==> src/rtl/wsg_mixer_pkg.sv <==
`default_nettype none
// ============================================================================
//  Module      : wsg_mixer_pkg
//  Description : Shared constants, slot type and channel-product helper for
//                the WSG output-bus mixer.
//  Revision    : 1.0 - initial release
// ============================================================================
package wsg_mixer_pkg;

    localparam int NUM_CH   = 8;
    localparam int SLOT_LEN = 16;
    localparam int PHASE_W  = $clog2(NUM_CH * SLOT_LEN);

    localparam logic [3:0]         CAP_SUB   = 4'hC;
    localparam logic [3:0]         ACC_SUB   = 4'hD;
    localparam logic [PHASE_W-1:0] OUT_PHASE = 7'h7E;
    localparam int                 WAVE_MID  = 8;

    localparam logic signed [19:0] PCM_MAX = 20'sd32767;
    localparam logic signed [19:0] PCM_MIN = -20'sd32768;

    // One slot of the WSG bus
    typedef struct packed {
        logic [3:0] vol;
        logic [3:0] wave;
    } wsg_slot_t;

    // Signed contribution of one channel: vol * (wave - midpoint), -120..+105
    function automatic logic signed [8:0] chan_product(input wsg_slot_t s);
        logic signed [8:0] v;
        logic signed [8:0] w;
        v = $signed({5'b0, s.vol});
        w = $signed({5'b0, s.wave}) - $signed(9'(WAVE_MID));
        return v * w;
    endfunction

endpackage
`default_nettype wire

==> src/rtl/wsg_sd_dac.sv <==
`default_nettype none
// ============================================================================
//  Module      : wsg_sd_dac
//  Description : First-order sigma-delta modulator turning the signed PCM
//                sample into a 1-bit pin-DAC stream (carry of offset adder).
//  Revision    : 1.0 - initial release
// ============================================================================
module wsg_sd_dac (
    input  logic        pxclk,
    input  logic        RESET,
    input  logic [15:0] pcm_in,
    output logic        dac_out
);

    logic [15:0] sd_acc_q, sd_acc_d;
    logic        dac_q, dac_d;

    // Offset-binary accumulate; the carry out is the output bit
    always_comb begin
        {dac_d, sd_acc_d} = {1'b0, sd_acc_q} + {1'b0, pcm_in ^ 16'h8000};
    end

    // Modulator state
    always_ff @(posedge pxclk or posedge RESET) begin
        if (RESET) begin
            sd_acc_q <= '0;
            dac_q    <= 1'b0;
        end else begin
            sd_acc_q <= sd_acc_d;
            dac_q    <= dac_d;
        end
    end

    assign dac_out = dac_q;

endmodule
`default_nettype wire

==> src/rtl/wsg_mixer.sv <==
`default_nettype none
// ============================================================================
//  Module      : wsg_mixer
//  Description : Captures the 8 time-multiplexed WSG slots, mixes them into
//                one saturated, optionally low-pass filtered 16-bit PCM
//                sample per 128-clock frame and drives a sigma-delta DAC.
//  Revision    : 1.0 - initial release
// ============================================================================
module wsg_mixer
    import wsg_mixer_pkg::*;
#(
    parameter int                GAIN_SHIFT = 5,
    parameter int                LPF_SHIFT  = 0,
    parameter logic [NUM_CH-1:0] CH_MASK    = 8'hFF
) (
    input  logic        pxclk,
    input  logic        RESET,
    input  logic [7:0]  c99raw_in,
    input  logic        phase_sync,
    input  logic        mute,
    output logic [15:0] pcm_out,
    output logic        pcm_valid,
    output logic        clip,
    output logic        dac_out
);

    logic [PHASE_W-1:0] phase_q, phase_d;
    logic signed [8:0]  prod_q, prod_d;
    logic signed [10:0] acc_q, acc_d;
    logic signed [17:0] y_q, y_d;
    logic [15:0]        pcm_q, pcm_d;
    logic               pcm_valid_q, pcm_valid_d;
    logic               clip_q, clip_d;

    logic [2:0]         slot;
    logic [3:0]         sub;
    logic signed [10:0] prod_ext;
    logic signed [19:0] scaled;
    logic               sat_hi, sat_lo;
    logic signed [15:0] x;
    logic signed [17:0] diff;
    logic signed [17:0] y_next;

    assign slot     = phase_q[6:4];
    assign sub      = phase_q[3:0];
    assign prod_ext = {{2{prod_q[8]}}, prod_q};

    // Frame phase: free-running, phase_sync realigns to the WSG counter
    always_comb begin
        phase_d = phase_sync ? 7'd1 : phase_q + 7'd1;
    end

    // Per-slot capture and frame accumulation (slot 0 restarts the sum)
    always_comb begin
        prod_d = prod_q;
        acc_d  = acc_q;
        if (sub == CAP_SUB) begin
            prod_d = (mute || !CH_MASK[slot]) ? 9'sd0 : chan_product(c99raw_in);
        end
        if (sub == ACC_SUB) begin
            acc_d = (slot == 3'd0) ? prod_ext : acc_q + prod_ext;
        end
    end

    // Gain, saturation and one-pole low-pass on the completed frame sum
    always_comb begin
        scaled = {{9{acc_q[10]}}, acc_q} <<< GAIN_SHIFT;
        sat_hi = scaled > PCM_MAX;
        sat_lo = scaled < PCM_MIN;
        if (sat_hi) begin
            x = PCM_MAX[15:0];
        end else if (sat_lo) begin
            x = PCM_MIN[15:0];
        end else begin
            x = scaled[15:0];
        end
        diff   = {{2{x[15]}}, x} - y_q;
        y_next = y_q + (diff >>> LPF_SHIFT);
    end

    // Sample update at the end of the output phase; strobe lasts one clock
    always_comb begin
        y_d         = y_q;
        pcm_d       = pcm_q;
        clip_d      = clip_q;
        pcm_valid_d = (phase_q == OUT_PHASE);
        if (phase_q == OUT_PHASE) begin
            y_d    = y_next;
            pcm_d  = y_next[15:0];
            clip_d = sat_hi | sat_lo;
        end
    end

    // Mixer state
    always_ff @(posedge pxclk or posedge RESET) begin
        if (RESET) begin
            phase_q     <= '0;
            prod_q      <= '0;
            acc_q       <= '0;
            y_q         <= '0;
            pcm_q       <= '0;
            pcm_valid_q <= 1'b0;
            clip_q      <= 1'b0;
        end else begin
            phase_q     <= phase_d;
            prod_q      <= prod_d;
            acc_q       <= acc_d;
            y_q         <= y_d;
            pcm_q       <= pcm_d;
            pcm_valid_q <= pcm_valid_d;
            clip_q      <= clip_d;
        end
    end

    assign pcm_out   = pcm_q;
    assign pcm_valid = pcm_valid_q;
    assign clip      = clip_q;

    wsg_sd_dac u_sd_dac (
        .pxclk   (pxclk),
        .RESET   (RESET),
        .pcm_in  (pcm_q),
        .dac_out (dac_out)
    );

endmodule
`default_nettype wire
==> config.mk <==
export PLATFORM = sky130hd
export DESIGN_NAME = wsg_mixer
export DESIGN_NICKNAME = d
export VERILOG_FILES = /design/src/rtl/wsg_mixer_pkg.sv /design/src/rtl/wsg_sd_dac.sv /design/src/rtl/wsg_mixer.sv
export SDC_FILE = /design/constraint.sdc
export NUM_CORES = 1
export LEC_CHECK = 0
export ABC_CLOCK_PERIOD_IN_PS = 6200
export CAP_MARGIN = 30
export CORE_ASPECT_RATIO = 0.8
export CORE_UTILIZATION = 40
export CTS_CLUSTER_SIZE = 12
export DETAILED_ROUTE_END_ITERATION = 8
export GPL_TIMING_DRIVEN = 0
export HOLD_SLACK_MARGIN = 0.08
export PLACE_DENSITY = 0.69
export SYNTH_ARGS = -nofsm -noshare
export SYNTH_HDL_FRONTEND = slang
export SYNTH_SLANG_ARGS = --single-unit
==> constraint.sdc <==
create_clock -name pxclk -period 6.2 [get_ports pxclk]
set_input_delay 0.93 -clock pxclk [delete_from_list [all_inputs] [get_ports pxclk]]
set_output_delay 0.93 -clock pxclk [all_outputs]
set_load 0.02 [all_outputs]
---- Yosys cells after proc, flatten, opt, wreduce, memory -nomap -nowiden ----
Memories as Yosys holds them, arrays and structs flattened.
Cells that the tools add are included.
cells by class
  $add $sub $neg .......................... 6
  $mul .................................... 1
  divide/modulo/power cells ............... 0
  magnitude comparators ................... 3
  eq/ne operators ......................... 3
  shift operators ......................... 0
  muxes and demuxes ....................... 6
  bitwise logic cells ..................... 2
  reduce and logical (&&, ||, !) cells .... 3
operators by type and width
  kind                  number
  $mux 16               2
  $add 18x18->18        1
  $sub 18x18->18        1
  $add 16x16->17        1
  $gt 16x16->1 const B  1
  $lt 16x16->1 const B  1
  $add 11x9->11         1
  $mux 11               1
  $mul 5x5->9           1
  $mux 9                1
  $eq 4x4->1 const B    2
  $add 7x1->7 const B   1
  $eq 7x7->1 const B    1
  $mux 7                1
  $sub 4x4->5 const B   1
  $lt 3x4->1 const B    1
  $logic_not 3->1       1
  $logic_not 1->1       1
  $logic_or 1x1->1      1
  $mux 1                1
  $not 1->1             1
  $or 1x1->1            1
storage, ports and cells
  bits in registers ....................... 80
  latch bits .............................. 0
  bits in writable memories ............... 0
  bits in read-only memories .............. 8
  input bits .............................. 12
  output and inout bits ................... 19
  word-level logic and storage cells ...... 34
  memories ................................ 1
memory list
  memory            depth  bits a word  rd ports  clocked after Yosys merged registers in  write ports  line             text
  (name not given)  8      1            1         0                                        0            wsg_mixer.sv:58  prod_d = (mute || !CH_MASK[slot]) ? 9'sd0 : chan_product(c99raw_in);

---- Depth between registers and ports, before layout ----
Gate-level depths: netlist (run 1).
  word-level depth ........................ 5
  gate-level depth with buffers ........... 15
  mapped depth without buffers ............ 14

---- Hierarchy ----
From an unflattened synthesis (run 1), not the netlist that was laid out.
unflattened totals
  cells, all modules ...................... 492
  area total of the unflattened synthesis .. 4,540.6 µm²
by module, submodules not included
  module      instances  cells an instance  area each (µm²)  seq. area each (µm²)
  wsg_mixer   1          363                3,275.6          975.9
  wsg_sd_dac  1          129                1,265.0          425.4

---- Least setup slack after synthesis (run 1) ----
No wires, ideal clock.
  path kind ............................... input port to flip-flop
  start point ............................. input c99raw_in[3]
  end point ............................... register prod_q[8]
  setup time .............................. 0.121 ns
  data arrival time ....................... 4.114 ns
  required time ........................... 6.079 ns
  slack ................................... 1.965 ns
  cell stages on the path ................. 12
  path buffers ............................ 1
  path through ............................ clkbuf_1 -> or2_2 -> fa_1 -> fa_1 -> fa_1 -> inv_1 -> ha_1 -> a21o_1 -> a21oi_1 -> o21ai_0 -> xnor2_1 -> a22o_1
on the way
  word-level cells in the longest chain between the ends .. 3
RTL lines
  what                    line                 text
  start: declaration      wsg_mixer.sv:18      input logic [7:0] c99raw_in,
  $sub 4x4->5             wsg_mixer_pkg.sv:33  w = $signed({5'b0, s.wave}) - $signed(9'(WAVE_MID));
  $mul 5x5->9             wsg_mixer_pkg.sv:34  return v * w;
  $mux 9                  wsg_mixer.sv:58
  end signal: assignment  wsg_mixer.sv:106     prod_q <= prod_d;
  end: declaration        wsg_mixer.sv:28      logic signed [8:0] prod_q, prod_d;
No other way between the ends.
A chain may end at the register's enable or synchronous reset.

---- Worst setup path after layout (run 1) ----
  start point ............................. input c99raw_in[4]
  end point ............................... register prod_q[8]
on the way
  word-level cells in the longest chain between the ends .. 2
RTL lines
  what         line
  $mul 5x5->9  wsg_mixer_pkg.sv:34
  $mux 9       wsg_mixer.sv:58
No other way between the ends.

==> results of run 1 <==
[cell usage after synthesis]
cell	n	area share
or3_1	4	0.0062
a221o_1	2	0.0049
or2_1	1	0.0015
o21bai_1	2	0.0037
a211oi_1	10	0.019
conb_1	1	0.00093
nand3_1	11	0.014
o31a_1	1	0.0022
and3_1	3	0.0046
o22ai_1	1	0.0015
a41o_1	1	0.0025
a21boi_0	1	0.0019
ha_1	56	0.17
nor3_1	6	0.0074
clkbuf_1	9	0.0083
mux2i_1	5	0.012
fa_1	8	0.040
a22o_1	3	0.0065
or2_2	4	0.0062
nand2b_1	7	0.011
buf_4	6	0.011
a221oi_1	2	0.0043
a22oi_1	5	0.0093
a21oi_1	25	0.031
a21o_1	8	0.015
a221o_2	1	0.0028
o21ba_2	1	0.0025
nor2b_1	4	0.0062
and2_1	11	0.017
nor2_1	24	0.022
a31oi_1	3	0.0046
nor2b_4	1	0.0034
xnor2_1	20	0.043
o21ai_0	35	0.043
o21a_1	3	0.0056
dfrtp_1	54	0.33
o31ai_1	4	0.0074
nand2_1	35	0.032
nand4_1	2	0.0031
inv_1	41	0.038
and2b_2	1	0.0022
xor2_1	15	0.032
a311oi_1	1	0.0022
a32oi_1	1	0.0022
[flip-flops by register name, indices dropped and copies added (netlist names)]
register,flops
acc_q,11
pcm_valid,1
prod_q,9
u_sd_dac.sd_acc_q,14
y_q,11
phase_q,7
u_sd_dac.dac_out,1
[cell usage in the layout (no fill, tap or decap), drive strengths merged, types with 3 or more instances in the layout]
master,synthesis,routed
ha,56,56
dfrtp,54,54
inv,41,41
nand2,35,35
o21ai,35,35
a21oi,25,25
nor2,24,24
clkdlybuf4s50,0,23
xnor2,20,20
clkbuf,9,16
xor2,15,15
nand3,11,11
and2,11,11
a211oi,10,10
a21o,8,8
fa,8,8
conb,1,8
nand2b,7,7
buf,6,7
nor3,6,6
a22oi,5,5
mux2i,5,5
or2,5,5
nor2b,5,5
or3,4,4
o31ai,4,4
and3,3,3
a31oi,3,3
o21a,3,3
a22o,3,3
a221o,3,3
[power groups by stage]
stage,clock (mW),sequential (mW),combinational [mW]
final,0.281,0.421,0.423
after detailed placement,0,0.428,0.423
after global routing,0.299,0.427,0.495
after CTS,0.287,0.421,0.426
after global placement,0,0.425,0.404
after floorplan,0,0.417,0.349
[kinds of logic after synthesis]
group	synth area share
muxes	0.0123
xor gates and xnor gates	0.0756
other	0.000925
DFF	0.333
AOI/OAI and AO/OA	0.171
adders and majority gates	0.212
and+or+nand+nor	0.137
buffers and inverters	0.0574
[metal layers]
layer,wire (µm),vias up
met3,237,10
met4,85,0
met1,3450,1393
met2,3430,53
li1,-,1580
met5,0,-
[critical path: stages]
cell and delay [ns]:
clkdlybuf4s50_1 0.46, or2_2 0.32, fa_1 0.52, fa_1 0.52, fa_1 0.60, inv_1 0.06
ha_1 0.28, a21o_1 0.19, a21oi_1 0.22, o21ai_0 0.14, xnor2_1 0.14, a22o_1 0.17
[area by class of cell]
cell class                 instances  area [µm²]
buffer                            15        78.8
clock buffer                       7         143
clock inverter                     1        5.00
fill                             934        5080
inverter                          41         154
multi-input combinational        336        2500
sequential                        54        1350
tap                              136         170
timing repair buffer              24         250
[per-stage QoR]
step                cells  hold slack, ns
floorplan             446           0.450
global placement      605           0.463
detailed placement    606           0.469
CTS                   614           0.483
global route          614           0.528
finish                614           0.487
[worst paths after layout]
check                                          startpoint                              to  slack [ns]
setup / recovery                             c99raw_in[4]           prod_q[8]$_DFFE_PP0N_        1.83
hold / removal             u_sd_dac.sd_acc_q[4]$_DFF_PP0_  u_sd_dac.sd_acc_q[4]$_DFF_PP0_        0.49
setup reg to reg                     acc_q[0]$_DFFE_PP0N_           acc_q[10]$_DFFE_PP0N_        3.79
hold reg to reg            u_sd_dac.sd_acc_q[4]$_DFF_PP0_  u_sd_dac.sd_acc_q[4]$_DFF_PP0_        0.49
max in group asynchronous                           RESET            acc_q[8]$_DFFE_PP0N_        4.63
min in group asynchronous                           RESET  u_sd_dac.sd_acc_q[3]$_DFF_PP0_        1.03
==> flow_summary.yaml, run 1 <==
timing:
  layout_min_cycle_time_ns: 4.37
  worst_slew_pin_slew_ns: 0.947
  max_slew_margin: 0.364
  finalHoldViolations: 0
  setup_slack_ns: 1.83
  period_share: 0.704
  fin_skew_ns: 0.00518
  final-setup-viol-count: 0
  finalSetupTns_ns: 0
  finalMaxSlewViolations: 0
  rsz0062_at_grt: "no"
  fmax_mhz: 229
global_route:
  grt_max_degree: 29
  grt_use_met2: 0.274
  antenna_found_initial: 0
  globalRoute.busiestLayer: "met2"
  grt_pass1_wl_mm: 13.1
  grt_use_total: 0.153
  use_met1: 0.193
  grt_overflow: 0
  grt.met3_usage: 0.0205
  grt_pass1_vias: 2918
synthesis:
  synth-seq-cells: 54
  ys_seq_area_frac: 0.333
  yosysWarnings: 0
  synthCells: 439
  synth_area_um2: 4050
  synthDistinctLibCells: 44
  syn_area_per_cell_um2: 9.23
cts:
  ctsLongestPathBuffers: 2
  postCtsSetupRepairBufs: 0
  postCtsHoldBufs: 0
  cts_tree: "yes"
  numCtsBuffers: 5
  clock_sinks: 54
  insertion_delay_ns: 0.29
  clockRootBuffer: "clkbuf_16"
  cts.clk_slew.worst_paths_ns: 0.06
  cts_resized: 0
  htreeDepth: 2
placement:
  dp_slack_ns: 1.50
  place_congestion: 0.893
  detailed_place_hpwl_mm: 5.78
  placed_cell_area_um2: 4500
  port_buffers: 23
power_and_ir_drop:
  switching_share: 0.339
  p_leak_nw: 2.28
  comb_power_share: 0.376
  internal-power_uw: 744
  powerDensity_nw_per_um2: 242
  power_switching_uw: 382
  sequentialPowerShare: 0.374
  p_clk_frac: 0.250
  p_total_mw: 1.13
  irDropWorstVdd_uv: 114
layout:
  fin_area_um2: 4650
  drive_above_1_share: 0.0481
  diodes: 0
  final_nets: 553
  area_growth_pct: 14.7
  post-route-util: 0.478
die:
  core_area_um2: 9730
  rows: 32
  die_w_um: 115
  start_util: 0.417
  io-pin-count: 31
  die_height_um: 92.0
  die_area_um2: 10500
detailed_routing:
  drtIter0Drc: 158
  ant_nets: 0
  wl_mm: 7.20
  dr.pass1.iters: 7
  viasPerCell: 4.94
  drc: 0
  vias: 3036
  wl_per_cell_um: 11.7
worst_setup_path:
  cp.required_ns: 6.38
  crit_fanout: 5
  worstSetupStartpointType: "primary input"
  r2r_cells: 9
  end_kind: "flop"
  crit_type: "in2reg"
  worstPathArrival_ns: 4.55
worst_hold_path:
  hold_path.class: "reg2reg"
  hold_depth: 1
status:
  status: "finished, final reports clean"
job:
  drv_cap: 0
(Power assumes the default switching activity.)
==> run 2: changes to the inputs <==
--- a/config.mk
+++ b/config.mk
@@ -5,7 +5,7 @@
 export SDC_FILE = /design/constraint.sdc
 export NUM_CORES = 1
 export LEC_CHECK = 0
-export ABC_CLOCK_PERIOD_IN_PS = 6200
+export ABC_CLOCK_PERIOD_IN_PS = 4200
 export CAP_MARGIN = 30
 export CORE_ASPECT_RATIO = 0.8
 export CORE_UTILIZATION = 40
==> constraint.sdc (replaced) <==
create_clock -name pxclk -period 4.2 [get_ports pxclk]
set_input_delay 0.63 -clock pxclk [delete_from_list [all_inputs] [get_ports pxclk]]
set_output_delay 0.63 -clock pxclk [all_outputs]
set_load 0.02 [all_outputs]
==> flow_summary.yaml, run 2 (synthesized netlist as in run 1, its figures left out) <==
status:
  status: "finished, final reports clean"
power_and_ir_drop:
  powerDensity_nw_per_um2: 358
  sequentialPowerShare: 0.373
  internal-power_mw: 1.10
  p_clk_frac: 0.250
  comb_power_share: 0.377
  p_leak_nw: 2.28
  switching_share: 0.340
  irDropWorstVdd_uv: 169
  p_total_mw: 1.67
  power_switching_uw: 567
die:
  die_height_um: 92.0
  start_util: 0.417
  core_area_um2: 9730
  die_w_um: 115
  die_area_um2: 10500
  io-pin-count: 31
  rows: 32
global_route:
  antenna_found_initial: 0
  grt_overflow: 0
  grt_pass1_wl_mm: 13.1
  grt_pass1_vias: 2918
  grt_use_total: 0.153
  grt_max_degree: 29
worst_setup_path:
  end_kind: "flop"
  crit_type: "in2reg"
  worstPathArrival_ns: 4.18
  worstSetupStartpointType: "primary input"
  crit_fanout: 5
  cp.required_ns: 4.38
timing:
  rsz0062_at_grt: "no"
  period_share: 0.952
  layout_min_cycle_time_ns: 4.00
  setup_slack_ns: 0.203
  fmax_mhz: 250
  final-setup-viol-count: 0
  finalHoldViolations: 0
  max_slew_margin: 0.361
  timing.hold.ws_ns: 0.487
  worst_slew_pin_slew_ns: 0.951
  fin_skew_ns: 0.00636
  finalMaxSlewViolations: 0
placement:
  place_congestion: 0.893
  port_buffers: 23
  detailed_place_hpwl_mm: 5.78
  placed_cell_area_um2: 4500
  dp_slack_ns: -0.200
cts:
  postCtsSetupRepairBufs: 0
  clock_sinks: 54
  htreeDepth: 2
  cts.clk_slew.worst_paths_ns: 0.06
  ctsLongestPathBuffers: 2
  clockRootBuffer: "clkbuf_16"
  insertion_delay_ns: 0.29
  cts_tree: "yes"
  numCtsBuffers: 5
detailed_routing:
  viasPerCell: 4.96
  ant_nets: 0
  vias: 3046
  wl_per_cell_um: 11.8
  dr.pass1.iters: 7
  drc: 0
  wl_mm: 7.22
  drtIter0Drc: 165
layout:
  fin_area_um2: 4650
  area_growth_pct: 14.8
  drive_above_1_share: 0.0502
  largestRegisters: "u_sd_dac.sd_acc_q (14), acc_q (11), y_q (11)"
  final_cell_mix: "56 x ha_1, 54 x dfrtp_1, 40 x inv_1"
  final_nets: 553
  largest_reg_flops: 14
  post-route-util: 0.478
  diodes: 0
  regMostFlops: "u_sd_dac.sd_acc_q"
  final_common_cell: "ha_1"
worst_hold_path:
  hold_path.class: "reg2reg"
job:
  drv_cap: 0
-- run 2: worst max-delay path, cell delays in order --
cell and delay [ns]:
clkdlybuf4s50_1 0.46, or2_2 0.32, fa_1 0.52, fa_1 0.52, fa_1 0.60, inv_1 0.06
ha_1 0.28, a21o_1 0.19, a21oi_2 0.16, o21ai_0 0.12, xnor2_1 0.13, a22o_1 0.17
-- run 2: power by group through the flow --
stage          Combinational, mW  Clock, mW  Sequential [mW]
6_report                   0.628      0.416            0.621
5_1_grt                    0.733      0.442            0.630
4_1_cts                    0.629      0.424            0.622
3_5_place_dp               0.624          0            0.631
3_3_place_gp               0.596          0            0.628
2_1_floorplan              0.515          0            0.615
-- run 2: layer usage --
metal  routed length [µm]  vias up  part of all wire  global-route usage
li1                     -     1580                 -                   -
met1                 3470     1411              0.48               0.193
met2                 3450       45              0.48               0.274
met3                  214       10             0.030              0.0205
met4                   85        0             0.012              0.0379
met5                    0        -                 0                   0
-- run 2: worst paths after layout --
| check | end | depth (start not counted) | slack (ns) | from |
|---|---|---|---|---|
| max in group asynchronous | acc_q[8]$_DFFE_PP0N_ | 3 | 2.93 | RESET |
| min in group asynchronous | u_sd_dac.sd_acc_q[3]$_DFF_PP0_ | 2 | 0.73 | RESET |
| min | u_sd_dac.sd_acc_q[4]$_DFF_PP0_ | 1 | 0.49 | u_sd_dac.sd_acc_q[4]$_DFF_PP0_ |
| max | prod_q[8]$_DFFE_PP0N_ | 12 | 0.20 | c99raw_in[4] |
| min reg2reg | u_sd_dac.sd_acc_q[4]$_DFF_PP0_ | 1 | 0.49 | u_sd_dac.sd_acc_q[4]$_DFF_PP0_ |
| max reg2reg | acc_q[10]$_DFFE_PP0N_ | 9 | 1.79 | acc_q[0]$_DFFE_PP0N_ |
-- run 2: layout make-up --
class | count | area [µm²]
Multi-Input combinational cell | 336 | 2500
Timing Repair Buffer | 24 | 250
Buffer | 15 | 78.8
Tap cell | 136 | 170
Inverter | 41 | 154
Clock buffer | 7 | 143
Fill cell | 935 | 5080
Sequential cell | 54 | 1350
Clock inverter | 1 | 5.00
-- run 2: repair_timing --
| action | CTS | global route |
|---|---|---|
| hold buffers | 0 | 0 |
| endpoints found under the setup margin | 0 | 1 |
| resized for setup | 0 | 1 |
-- run 2: stage by stage --
| stage | setup TNS, ns | cells |
|---|---|---|
| final | 0 | 614 |
| after global routing | 0 | 614 |
| after CTS | 0 | 614 |
| after detailed placement | -0.220 | 606 |
| after global placement | -0.139 | 605 |
| after floorplan | 0 | 446 |
==> run 3: changes to the inputs <==
--- a/config.mk
+++ b/config.mk
@@ -14,6 +14,8 @@
 export GPL_TIMING_DRIVEN = 0
 export HOLD_SLACK_MARGIN = 0.08
 export PLACE_DENSITY = 0.69
+export SETUP_SLACK_MARGIN = 0.2
+export SLEW_MARGIN = 25
 export SYNTH_ARGS = -nofsm -noshare
 export SYNTH_HDL_FRONTEND = slang
 export SYNTH_SLANG_ARGS = --single-unit
==> flow_summary.yaml, run 3 (synthesized netlist as in run 1, its figures left out) <==
global_route:
  antenna_found_initial: 0
  grt_overflow: 0
  grt_max_degree: 55
  grt_use_total: 0.151
  grt_pass1_wl_mm: 13.0
  grt_pass1_vias: 2888
timing:
  fin_skew_ns: 0.00670
  rsz0062_at_grt: "no"
  final-setup-viol-count: 0
  finalHoldViolations: 0
  finalMaxSlewViolations: 0
  layout_min_cycle_time_ns: 3.76
  period_share: 0.896
  worst_slew_pin_slew_ns: 0.649
  fmax_mhz: 266
  max_slew_margin: 0.567
detailed_routing:
  ant_nets: 0
  drc: 0
  vias: 3040
  wl_per_cell_um: 11.7
  dr.pass1.iters: 4
  drtIter0Drc: 166
  wl_mm: 7.16
  viasPerCell: 4.95
cts:
  numCtsBuffers: 5
  cts_tree: "yes"
  clockRootBuffer: "clkbuf_16"
  ctsLongestPathBuffers: 2
  clock_sinks: 54
  cts.clk_slew.worst_paths_ns: 0.06
  htreeDepth: 2
  insertion_delay_ns: 0.29
layout:
  drive_above_1_share: 0.0523
  fin_cells: 614
  diodes: 0
  final_common_cell: "ha_1"
  area_growth_pct: 14.6
  regMostFlops: "u_sd_dac.sd_acc_q"
  largestRegisters: "u_sd_dac.sd_acc_q (14), acc_q (11), y_q (11)"
  largest_reg_flops: 14
  final_cell_mix: "56 x ha_1, 54 x dfrtp_1, 40 x inv_1"
  final_nets: 553
  fill_cells: 923
worst_setup_path:
  worstPathArrival_ns: 3.94
  crit_fanout: 5
  end_kind: "flop"
  cp.required_ns: 4.37
  crit_type: "in2reg"
  rrSetupSlack_ns: 1.79
  r2r_end: "acc_q[10]$_DFFE_PP0N_"
  worstSetupStartpointType: "primary input"
  r2r_cells: 9
  r2r-start: "acc_q[0]$_DFFE_PP0N_"
die:
  rows: 32
  die_w_um: 115
  die_area_um2: 10500
  start_util: 0.417
  die_height_um: 92.0
  io-pin-count: 31
  core_area_um2: 9730
placement:
  port_buffers: 23
  place_inst: 605
  place_congestion: 0.893
  detailed_place_hpwl_mm: 5.69
power_and_ir_drop:
  p_leak_nw: 2.29
  irDropWorstVdd_uv: 210
  powerDensity_nw_per_um2: 357
  p_total_mw: 1.66
worst_hold_path:
  hold_depth: 1
  hold_start: "u_sd_dac.sd_acc_q[4]$_DFF_PP0_"
  min_to: "u_sd_dac.sd_acc_q[4]$_DFF_PP0_"
  hold_path.class: "reg2reg"
job:
  drv_cap: 0
status:
  status: "finished, final reports clean"
## run 3: cell count changes in the layout (fill, tap and decap cells not counted), sizes merged
cell and delta:
dlymetal6s2s +1, buf -1, clkbuf +1, clkdlybuf4s50 -1
## run 3: area by class of cell
class / count / area (µm²) / area share
Buffer: 15 / 78.8 / 0.0170
Clock buffer: 7 / 143 / 0.0307
Clock inverter: 1 / 5.00 / 0.00108
Inverter: 41 / 156 / 0.0337
Multi-Input combinational cell: 336 / 2500 / 0.539
Sequential cell: 54 / 1350 / 0.291
Tap cell: 136 / 170 / 0.0366
Timing Repair Buffer: 24 / 238 / 0.0512
## run 3: what timing repair did
| action | 4_1_cts | 5_1_grt |
|---|---|---|
| gates resized for setup | 1 | 2 |
| setup endpoints to repair | 1 | 1 |
| pin swaps | 1 | 0 |
| setup buffers | 0 | 0 |
| cloned | 0 | 0 |
| hold buffers | 0 | 0 |
## run 3: critical path, stage by stage
cell and delay (ns):
clkdlybuf4s50_1 0.54, nand2_1 0.10, fa_1 0.48, fa_1 0.51, fa_2 0.57, inv_1 0.05, ha_1 0.28, a21o_1 0.19
a21oi_2 0.17, o21ai_0 0.12, xnor2_1 0.13, a22o_1 0.17
## run 3: layer usage
metal	vias up	global-route usage	routed length, µm
li1	1587	-	-
met1	1401	0.193	3470
met2	43	0.270	3460
met3	9	0.0192	152
met4	0	0.0346	79
met5	-	0	0
## run 3: where the power goes
part,internal (mW),switching [mW]
Clock,0.237,0.176
Sequential,0.568,0.0529
Combinational,0.292,0.333
## run 3: worst max-delay path by stage
| stage | startpoint | endpoint | slack [ns] | cells past startpoint |
|---|---|---|---|---|
| after floorplan | c99raw_in[3] | prod_q[8]$_DFFE_PP0N_ | 0.26 | 12 |
| after CTS | c99raw_in[4] | prod_q[8]$_DFFE_PP0N_ | 0.23 | 12 |
| after detailed placement | c99raw_in[4] | prod_q[8]$_DFFE_PP0N_ | -0.20 | 12 |
| final | c99raw_in[6] | prod_q[8]$_DFFE_PP0N_ | 0.44 | 12 |
| after global placement | c99raw_in[4] | prod_q[8]$_DFFE_PP0N_ | -0.14 | 12 |
| after global routing | c99raw_in[5] | prod_q[8]$_DFFE_PP0N_ | 0.25 | 12 |
## run 3: through the flow
stage | area, µm² | setup TNS (ns) | worst slack (ns) | utilization | hold WS [ns]
after global placement | 4480 | -0.139 | -0.139 | 0.461 | 0.463
after CTS | 4630 | 0 | 0.232 | 0.476 | 0.483
after global routing | 4640 | 0 | 0.253 | 0.477 | 0.526
after detailed placement | 4480 | -0.220 | -0.201 | 0.461 | 0.469
final | 4640 | 0 | 0.439 | 0.477 | 0.482
after floorplan | 4080 | 0 | 0.265 | - | 0.450
